<file path="config.mk">
export PLATFORM = sky130hd
export DESIGN_NAME = load_store_unit
export DESIGN_NICKNAME = d
export VERILOG_FILES = /design/src/rtl/load_store_unit.sv
export SDC_FILE = /design/constraint.sdc
export NUM_CORES = 1
export LEC_CHECK = 0
export ABC_AREA = 0
export BUFFER_PORTS_ARGS = -buffer_cell sky130_fd_sc_hd__buf_2
export CAP_MARGIN = 20
export CELL_PAD_IN_SITES_DETAIL_PLACEMENT = 1
export CELL_PAD_IN_SITES_GLOBAL_PLACEMENT = 1
export CORE_AREA = 2 2 126 128
export DETAILED_ROUTE_END_ITERATION = 6
export DIE_AREA = 0 0 128 130
export MAX_ROUTING_LAYER = met4
export PLACE_DENSITY_LB_ADDON = 0.1
export SLEW_MARGIN = 0
export SYNTH_ARGS = -nofsm -noshare
export SYNTH_HDL_FRONTEND = slang
export SYNTH_SLANG_ARGS = --single-unit
</file>
<file path="constraint.sdc">
create_clock -name Clock -period 4.5 [get_ports Clock]
set_input_delay 0.675 -clock Clock [delete_from_list [all_inputs] [get_ports Clock]]
set_output_delay 0.675 -clock Clock [all_outputs]
set_load 0.03 [all_outputs]
</file>
<file path="src/rtl/load_store_unit.sv">
// load_store_unit: MEM-stage load/store unit in front of a word-addressed data memory.
// Handles byte/half/word accesses, alignment/range checking, and read-modify-write
// for sub-word stores. All outputs come straight from flops.
module load_store_unit #(
    parameter int unsigned ADDR_W = 8
) (
    input  logic              Clock,
    input  logic              Reset_n,
    input  logic              Req_Valid,
    output logic              Req_Ready,
    input  logic              Req_Write,
    input  logic [1:0]        Req_Size,
    input  logic              Req_Signed,
    input  logic [31:0]       Req_Address,
    input  logic [31:0]       Req_Wdata,
    input  logic [4:0]        Req_Rd,
    output logic [ADDR_W-1:0] Mem_Address,
    output logic [31:0]       Mem_Write_Data,
    output logic              Mem_MemWrite,
    output logic              Mem_MemRead,
    input  logic [31:0]       Mem_Read_Data,
    output logic              Resp_Valid,
    output logic [31:0]       Resp_Data,
    output logic [4:0]        Resp_Rd,
    output logic              Resp_RegWrite,
    output logic              Resp_Error,
    output logic              Stall
);

    localparam int unsigned DATA_W = 32;
    localparam int unsigned RD_W   = 5;
    localparam int unsigned HI_LSB = ADDR_W + 2;

    localparam logic [1:0] SIZE_B = 2'b00;
    localparam logic [1:0] SIZE_H = 2'b01;
    localparam logic [1:0] SIZE_W = 2'b10;

    typedef enum logic [1:0] {
        S_IDLE = 2'b00,
        S_RD   = 2'b01,
        S_WR   = 2'b10,
        S_RESP = 2'b11
    } state_t;

    // Request fields held for the life of one access
    typedef struct packed {
        logic              write;
        logic [1:0]        size;
        logic              sgn;
        logic [1:0]        lane;
        logic [DATA_W-1:0] wdata;
        logic [RD_W-1:0]   rd;
    } req_t;

    state_t state_q, state_d;
    req_t   req_q, req_d;

    logic              ready_d;
    logic              stall_d;
    logic [ADDR_W-1:0] mem_addr_d;
    logic [DATA_W-1:0] mem_wdata_d;
    logic              mem_write_d;
    logic              mem_read_d;
    logic              resp_valid_d;
    logic [DATA_W-1:0] resp_data_d;
    logic [RD_W-1:0]   resp_rd_d;
    logic              resp_regwrite_d;
    logic              resp_error_d;

    logic              size_err_c;
    logic              align_err_c;
    logic              range_err_c;
    logic              req_err_c;
    logic              sub_word_c;

    // Pick the addressed lane(s) out of a memory word and extend to 32 bits
    function automatic logic [DATA_W-1:0] load_extend(
        input logic [DATA_W-1:0] word,
        input logic [1:0]        size,
        input logic              sgn,
        input logic [1:0]        lane
    );
        logic [7:0]        b;
        logic [15:0]       h;
        logic [DATA_W-1:0] r;
        b = 8'(word >> {lane, 3'b000});
        h = 16'(word >> {lane[1], 4'b0000});
        case (size)
            SIZE_B:  r = sgn ? {{24{b[7]}}, b} : {24'h0, b};
            SIZE_H:  r = sgn ? {{16{h[15]}}, h} : {16'h0, h};
            default: r = word;
        endcase
        return r;
    endfunction

    // Overlay right-justified store data onto the addressed lane(s) of a read word
    function automatic logic [DATA_W-1:0] store_merge(
        input logic [DATA_W-1:0] word,
        input logic [1:0]        size,
        input logic [1:0]        lane,
        input logic [DATA_W-1:0] wdata
    );
        logic [DATA_W-1:0] mask;
        logic [DATA_W-1:0] data;
        case (size)
            SIZE_B: begin
                mask = 32'h0000_00FF << {lane, 3'b000};
                data = {24'h0, wdata[7:0]} << {lane, 3'b000};
            end
            SIZE_H: begin
                mask = 32'h0000_FFFF << {lane[1], 4'b0000};
                data = {16'h0, wdata[15:0]} << {lane[1], 4'b0000};
            end
            default: begin
                mask = '1;
                data = wdata;
            end
        endcase
        return (word & ~mask) | (data & mask);
    endfunction

    // Classify the incoming request: any error skips memory entirely
    always_comb begin
        size_err_c  = (Req_Size == 2'b11);
        align_err_c = ((Req_Size == SIZE_H) && Req_Address[0]) ||
                      ((Req_Size == SIZE_W) && (Req_Address[1:0] != 2'b00));
        range_err_c = ((Req_Address >> HI_LSB) != 32'h0);
        req_err_c   = size_err_c || align_err_c || range_err_c;
        sub_word_c  = (Req_Size != SIZE_W);
    end

    // Next-state and next-output logic
    always_comb begin
        state_d         = state_q;
        req_d           = req_q;
        mem_addr_d      = Mem_Address;
        mem_wdata_d     = Mem_Write_Data;
        mem_write_d     = 1'b0;
        mem_read_d      = 1'b0;
        resp_valid_d    = 1'b0;
        resp_data_d     = '0;
        resp_rd_d       = '0;
        resp_regwrite_d = 1'b0;
        resp_error_d    = 1'b0;

        case (state_q)
            S_IDLE: begin
                if (Req_Valid) begin
                    req_d.write = Req_Write;
                    req_d.size  = Req_Size;
                    req_d.sgn   = Req_Signed;
                    req_d.lane  = Req_Address[1:0];
                    req_d.wdata = Req_Wdata;
                    req_d.rd    = Req_Rd;
                    if (req_err_c) begin
                        state_d      = S_RESP;
                        resp_valid_d = 1'b1;
                        resp_error_d = 1'b1;
                        resp_rd_d    = Req_Rd;
                    end else if (!Req_Write || sub_word_c) begin
                        state_d    = S_RD;
                        mem_read_d = 1'b1;
                        mem_addr_d = Req_Address[ADDR_W+1:2];
                    end else begin
                        state_d     = S_WR;
                        mem_write_d = 1'b1;
                        mem_addr_d  = Req_Address[ADDR_W+1:2];
                        mem_wdata_d = Req_Wdata;
                    end
                end
            end
            S_RD: begin
                if (req_q.write) begin
                    state_d     = S_WR;
                    mem_write_d = 1'b1;
                    mem_wdata_d = store_merge(Mem_Read_Data, req_q.size, req_q.lane, req_q.wdata);
                end else begin
                    state_d         = S_RESP;
                    resp_valid_d    = 1'b1;
                    resp_data_d     = load_extend(Mem_Read_Data, req_q.size, req_q.sgn, req_q.lane);
                    resp_rd_d       = req_q.rd;
                    resp_regwrite_d = 1'b1;
                end
            end
            S_WR: begin
                state_d      = S_RESP;
                resp_valid_d = 1'b1;
                resp_rd_d    = req_q.rd;
            end
            S_RESP: begin
                state_d = S_IDLE;
            end
            default: begin
                state_d = S_IDLE;
            end
        endcase

        ready_d = (state_d == S_IDLE);
        stall_d = !ready_d;
    end

    // State, captured request and all registered outputs
    always_ff @(posedge Clock or negedge Reset_n) begin
        if (!Reset_n) begin
            state_q        <= S_IDLE;
            req_q          <= '0;
            Req_Ready      <= 1'b1;
            Stall          <= 1'b0;
            Mem_Address    <= '0;
            Mem_Write_Data <= '0;
            Mem_MemWrite   <= 1'b0;
            Mem_MemRead    <= 1'b0;
            Resp_Valid     <= 1'b0;
            Resp_Data      <= '0;
            Resp_Rd        <= '0;
            Resp_RegWrite  <= 1'b0;
            Resp_Error     <= 1'b0;
        end else begin
            state_q        <= state_d;
            req_q          <= req_d;
            Req_Ready      <= ready_d;
            Stall          <= stall_d;
            Mem_Address    <= mem_addr_d;
            Mem_Write_Data <= mem_wdata_d;
            Mem_MemWrite   <= mem_write_d;
            Mem_MemRead    <= mem_read_d;
            Resp_Valid     <= resp_valid_d;
            Resp_Data      <= resp_data_d;
            Resp_Rd        <= resp_rd_d;
            Resp_RegWrite  <= resp_regwrite_d;
            Resp_Error     <= resp_error_d;
        end
    end

endmodule

</file>
Word-level counts from Yosys, hierarchy flattened
Index checks and enable logic that the tools add are counted.
{"block": "word_totals", "regBits": 129, "in_bits": 108, "elab_cells": 98}
{"block": "classes", "eq_ne": 12, "n_mux": 40, "n_reduce_logical": 17, "shifts": 6, "bitwise": 5}
{"operator": "two-way mux 32 bit", "count": 12}
{"operator": "one-hot mux 32 bit (2 select lines)", "count": 4}
{"operator": "bitwise AND 32 bit", "count": 2}
{"operator": "inverter 32 bit", "count": 1}
{"operator": "bitwise OR 32 bit", "count": 1}
{"operator": "nonzero test 32 bit", "count": 1}
{"operator": "left shift 16 x 5 -> 32 bit", "count": 1}
{"operator": "left shift 16 x 5 -> 32 bit, first input constant", "count": 1}
{"operator": "left shift 8 x 5 -> 32 bit", "count": 1}
{"operator": "left shift 8 x 5 -> 32 bit, first input constant", "count": 1}
{"operator": "right shift 32 x 5 -> 16 bit", "count": 1}
{"operator": "right shift 32 x 5 -> 8 bit", "count": 1}
{"operator": "two-way mux 5 bit", "count": 3}
{"operator": "one-hot mux 5 bit (3 select lines)", "count": 1}
{"operator": "two-way mux 1 bit", "count": 14}
{"operator": "inequality test 2 bit, second input constant", "count": 5}
{"operator": "== test 2 bit, second input constant", "count": 4}
{"operator": "one-hot mux 2 bit (4 select lines)", "count": 1}
{"operator": "== test 2 x 1 -> 1 bit, second input constant", "count": 3}
{"operator": "zero test 2 bit", "count": 3}
{"operator": "two-way mux 2 bit", "count": 3}
{"operator": "AND reduction 5 bit", "count": 1}
{"operator": "logical OR 1 bit", "count": 4}
{"operator": "nonzero test 2 bit", "count": 2}
{"operator": "7 further kinds", "count": 9}

Logic depth before layout (Yosys ltp)
{"block": "depth", "ltp_word": 10, "mapped_depth": 9}

Worst setup path before layout
OpenSTA, ideal clock, no wires.
{"block": "synth_path", "path_kind": "input to register", "from": "input Req_Address[29]", "to": "register Mem_Write_Data[10]", "t_arrival_ns": 2.326, "n_path_buf": 2, "stages": 7, "required_ns": 4.375, "slack_ns": 2.049, "setup_ns": 0.125, "cell_sequence": "nor4_1 -> nand4_1 -> or3_1 -> buf_4 -> o21ai_4 -> buf_6 -> mux2_2"}
{"block": "synth_via", "elab_chain_cells": 4}
{"item": "from (decl)", "line": "14", "text": "input logic [31:0] Req_Address,"}
{"item": "nonzero test 32 bit", "line": "127", "text": "range_err_c = ((Req_Address >> HI_LSB) != 32'h0);"}
{"item": "logical OR 1 bit", "line": "128", "text": "req_err_c = size_err_c || align_err_c || range_err_c;"}
{"item": "inequality test 2 bit (no line)"}
{"item": "AND reduction 5 bit (no line)"}
{"item": "to (signal assigned)", "line": "224", "text": "Mem_Write_Data <= mem_wdata_d;"}
{"item": "to (decl)", "line": "18", "text": "output logic [31:0] Mem_Write_Data,"}
No other way between the ends.
A chain may end at the register's enable or synchronous reset.

Final worst setup path
{"block": "layout_path", "from": "register state_q[0]", "to": "register Mem_Write_Data[11]"}
{"block": "layout_via", "elab_chain_cells": 3, "word_cells_on_any_way": 9, "cone_classes": "5 x eq/ne; 1 x mux; 3 x reduce/logical"}
{"item": "from (decl)", "line": "55", "text": "state_t state_q, state_d;"}
{"item": "from (signal assigned)", "line": "219", "text": "state_q <= state_d;"}
{"item": "== test 2 x 1 -> 1 bit or zero test 2 bit (tied branches)", "line": "146", "text": "case (state_q)"}
{"item": "inequality test 2 bit (no line) or nonzero test 2 bit (tied branches)"}
{"item": "AND reduction 5 bit (no line)"}
Parallel ways exist; a longest one is shown, timed or not.

==> results_tabular.tex <==
\begin{tabular}{lr}
\hline
Metric & Value \\
\hline
\multicolumn{2}{l}{\textbf{Outcome}} \\
Result of the run & completed \\
\multicolumn{2}{l}{\textbf{Synth}} \\
Cell type contributing the most total cell area after synthesis & sky130\_fd\_sc\_hd\_\_dfrtp\_1 \\
Per-instance average area after synthesis & approximately 9.6 µm² \\
Number of distinct library cells after synthesis & 47 \\
Cell area after technology mapping & roughly 0.0061 mm² \\
Main synth FF type & sky130\_fd\_sc\_hd\_\_dfrtp\_1 \\
Yosys synthesis warning count & 0 \\
Number of flops mapped to enable cells by yosys & 0 \\
Count of state elements after synthesis & about 130 \\
Synth cell count leaders & sky130\_fd\_sc\_hd\_\_nand2\_1, sky130\_fd\_sc\_hd\_\_dfrtp\_1, sky130\_fd\_sc\_hd\_\_nor2\_1 \\
Net count after synthesis & roughly 750 \\
Most repeated cell in the gate-level netlist after synthesis & sky130\_fd\_sc\_hd\_\_nand2\_1 \\
Top post-synthesis cells by area & sky130\_fd\_sc\_hd\_\_dfrtp\_1, sky130\_fd\_sc\_hd\_\_nand2\_1, sky130\_fd\_sc\_hd\_\_mux2\_2, sky130\_fd\_sc\_hd\_\_a21oi\_1, sky130\_fd\_sc\_hd\_\_nor2\_1 \\
Area share of the largest cell type after synthesis & between 50\% and 60\% \\
Gate count of the mapped netlist & $\sim$640 \\
Share of the yosys chip area belonging to registers & 52.7\% \\
Post-synthesis async set-or-reset flop share & 100\% \\
\multicolumn{2}{l}{\textbf{Clock tree}} \\
Max Root-Sink Buffers & 2 \\
Count of buffers added by post-CTS timing repair for setup & 0 \\
CTS Root Buffer Type & sky130\_fd\_sc\_hd\_\_clkbuf\_16 \\
Clock H-tree levels & 4 \\
Clock transition time at the flip-flop clock pins of the worst setup and hold paths & 50 ps \\
Count of cells resized by post-cts repair & 0 \\
Hold buffer count at cts & 0 \\
Skew-Pair Late Insertion Delay & between 400 and 500 ps \\
CTS tree & done \\
Total CTS buffers & 17 \\
Num Clock Sinks & 129 \\
\multicolumn{2}{l}{\textbf{Critical path}} \\
Cell Chain, Critical Path & inv\_1 > ha\_1 > and2\_1 > buf\_4 > nand3\_1 > o21ai\_4 > buf\_4 > mux2\_2 \\
Crit-path most repeated cell & sky130\_fd\_sc\_hd\_\_buf\_4 \\
Library cell contributing the largest single delay on the critical path & sky130\_fd\_sc\_hd\_\_buf\_4 \\
Cell count of the worst reg-to-reg path & 8 \\
Setup crit end kind & register \\
Startpoint class of the critical path & register \\
Crit Path Category & register to register \\
Endpoint arrival time on the critical path & slightly above 3000 ps \\
Startpoint of the worst setup timing path & state\_q[0] \\
Worst reg2reg startpoint & state\_q[0] \\
Data required, critical path & approximately 4800 ps \\
Crit-path max FO & between 50 and 60 \\
Largest incremental delay on the critical path & approximately 470 ps \\
\multicolumn{2}{l}{\textbf{Pwr}} \\
Pwr Total & around 6.0 mW \\
Clock share of power & between 20\% and 30\% \\
Net Sw Frac & 42.4\% \\
Leakage power figure & around 4.0 nW \\
Reported net switching power & between 2 and 3 mW \\
Peak supply drop & 0.000339 V \\
Cell Int Power & 3.43 mW \\
Share of power burned in registers & approximately a third \\
Combinational share of power & 42.9\% \\
Power per unit of standard cell area & between 700 and 800 mW/mm² \\
\multicolumn{2}{l}{\textbf{Cells and area}} \\
Cell area after layout & around 0.0078 mm² \\
Fill cells & between 1500 and 2000 \\
Synth-to-layout area growth & 26.9\% \\
Layout net count & 923 \\
Fraction of layout instances using a drive strength above 1 & between 30\% and 40\% \\
Antenna cell count & 0 \\
\multicolumn{2}{l}{\textbf{Floorplanning}} \\
Full die area & 0.0166 mm² \\
Area of the placeable core & approximately 0.015 mm² \\
Die outline width & 128 µm \\
I/O pin count & approximately 190 \\
Die Span Y & 130 µm \\
Initial Util & just under 40\% \\
Site Rows & 46 \\
\multicolumn{2}{l}{\textbf{Routing}} \\
Final ANT Viol Nets & 0 \\
Vias per Instance & 5.41 \\
Final Routed Wirelength & approximately 20000 µm \\
DRC violation count after routing & 0 \\
Total number of vias & 5489 \\
Initial drt markers & roughly 400 \\
Number of iterations in the first detailed-routing pass & 6 \\
DR WL/cell & 19.4 µm \\
\multicolumn{2}{l}{\textbf{Placed design}} \\
Port bufs & 191 \\
Post-placement cell area & about 0.0072 mm² \\
Sum of net half-perimeters after detailed placement & 14300 µm \\
Final weighted congestion in routability-driven placement & between 0.8 and 0.9 \\
\multicolumn{2}{l}{\textbf{Timing}} \\
Setup repair after global routing missed its margin & false \\
Part of the cycle the worst path needs & 61.2\% \\
Relative slew slack & around 29\% \\
Final Hold Violating Endpoints & 0 \\
Fmax & about 360 MHz \\
Number of setup violations in the final report & 0 \\
Slew at the pin with the worst max-slew slack & around 1100 ps \\
TNS Setup & 0 ps \\
Worst hold slack across all endpoints & between 300 and 400 ps \\
Clock Skews & between 8 and 9 ps \\
Final critical path time including I/O delays and setup & 2750 ps \\
Final Max Slew Viols & 0 \\
\multicolumn{2}{l}{\textbf{Global routing}} \\
Number of global-route vias before repair & around 5700 \\
Number of antenna violations at the first check in global routing & 0 \\
Wire length of the first global-routing pass & between 30000 and 40000 µm \\
Maximum number of pins on one net before global-route repair & 67 \\
Total global routing track utilization & between 20\% and 30\% \\
Aggregate global routing overflow & 0 \\
\multicolumn{2}{l}{\textbf{Min path}} \\
Class of the tightest hold or removal check & primary input to asynchronous set/reset pin \\
\multicolumn{2}{l}{\textbf{Run}} \\
Maximum Capacitance Violations & 0 \\
\hline
\end{tabular}
cell type report:
| class | count | area [µm²] | area share [%] |
|---|---|---|---|
| Sequential cell | 129 | 3230 | 41.5 |
| Multi-Input combinational cell | 443 | 2630 | 33.8 |
| Timing Repair Buffer | 199 | 1020 | 13.1 |
| Clock buffer | 24 | 482 | 6.19 |
| Tap cell | 192 | 240 | 3.09 |
| Clock inverter | 6 | 105 | 1.35 |
| Inverter | 21 | 78.8 | 1.01 |
flip-flops by register name, indices dropped and copies added (netlist names), 2 cells and up:
name            cells
Resp_Rd             5
Resp_Data          32
state_q             2
Mem_Write_Data     32
req_q              43
Mem_Address         8
per-layer routing:
| metal | share of wire [%] | GRT usage [%] |
|---|---|---|
| met1 | 46 | 34.3 |
| met2 | 47 | 38.5 |
| met3 | 5.4 | 4.59 |
| met4 | 1.3 | 8.14 |
| met5 | 0 | - |
through the flow:
step	utilization, %	instances	worst slack, ps
floorplan	-	637	2050
global placement	46.6	983	1520
detailed placement	46.6	983	1450
CTS	50.4	1013	1720
global route	50.4	1014	1530
finish	50.4	1014	1750
cell usage in the layout (no fill, tap or decap), drive strengths merged, types with 2 or more instances in the layout:
cell     Yosys  final
a32oi        5      5
nor3        10     10
clkbuf      31     24
nand3        2      2
dfrtp      128    128
o22ai        3      3
a2bb2oi      7      7
and3b        2      2
mux2        48     48
a31oi       15     15
mux2i       15     15
and2         2      2
nor2b        3      3
o21ai        5      5
clkinv       0      3
a222oi       7      7
a41oi        8      8
nor4         7      7
a21oi       44     44
nand2b       6      6
nand2      166    166
a22oi       15     15
buf         13    199
or2          3      3
inv         21     21
ha           4      4
bufinv       0      3
nor2        53     53
path summary, 6_finish.rpt:
path / end / slack [ps]
worst max register to register: Mem_Write_Data[11] / 1750
worst min register to register: req_q[27] / 480
worst min-delay path: Stall / 390
worst max-delay path: Mem_Write_Data[11] / 1750
min in group Clock: req_q[8] / 460
max in group asynchronous: Resp_Data[1] / 3150
cells by family after synthesis:
group,share of synthesized area (%)
AOI/OAI and AO/OA,12.8
adders and majority gates,0.816
buffers and inverters,4.53
DFF,52.7
and+or+nand+nor,17.5
muxes,11.6
power groups by stage:
stage	registers [mW]	logic [mW]	clock network, mW
after detailed placement	2.03	2.55	0
after global routing	2.09	2.79	1.48
after global placement	2.01	2.48	0
final	2.01	2.56	1.39
after CTS	2.02	2.57	1.42
after floorplan	2.39	1.40	0
worst max-delay path, delay by kind of cell, from the launching register on:
family	cells	cell delay (ps)
compound gates	1	170
mux	1	390
flops	1	420
simple gates	2	360
fa+ha+maj	1	270
buf+inv	3	990
No activity file was read; power rests on OpenSTA's default activity.
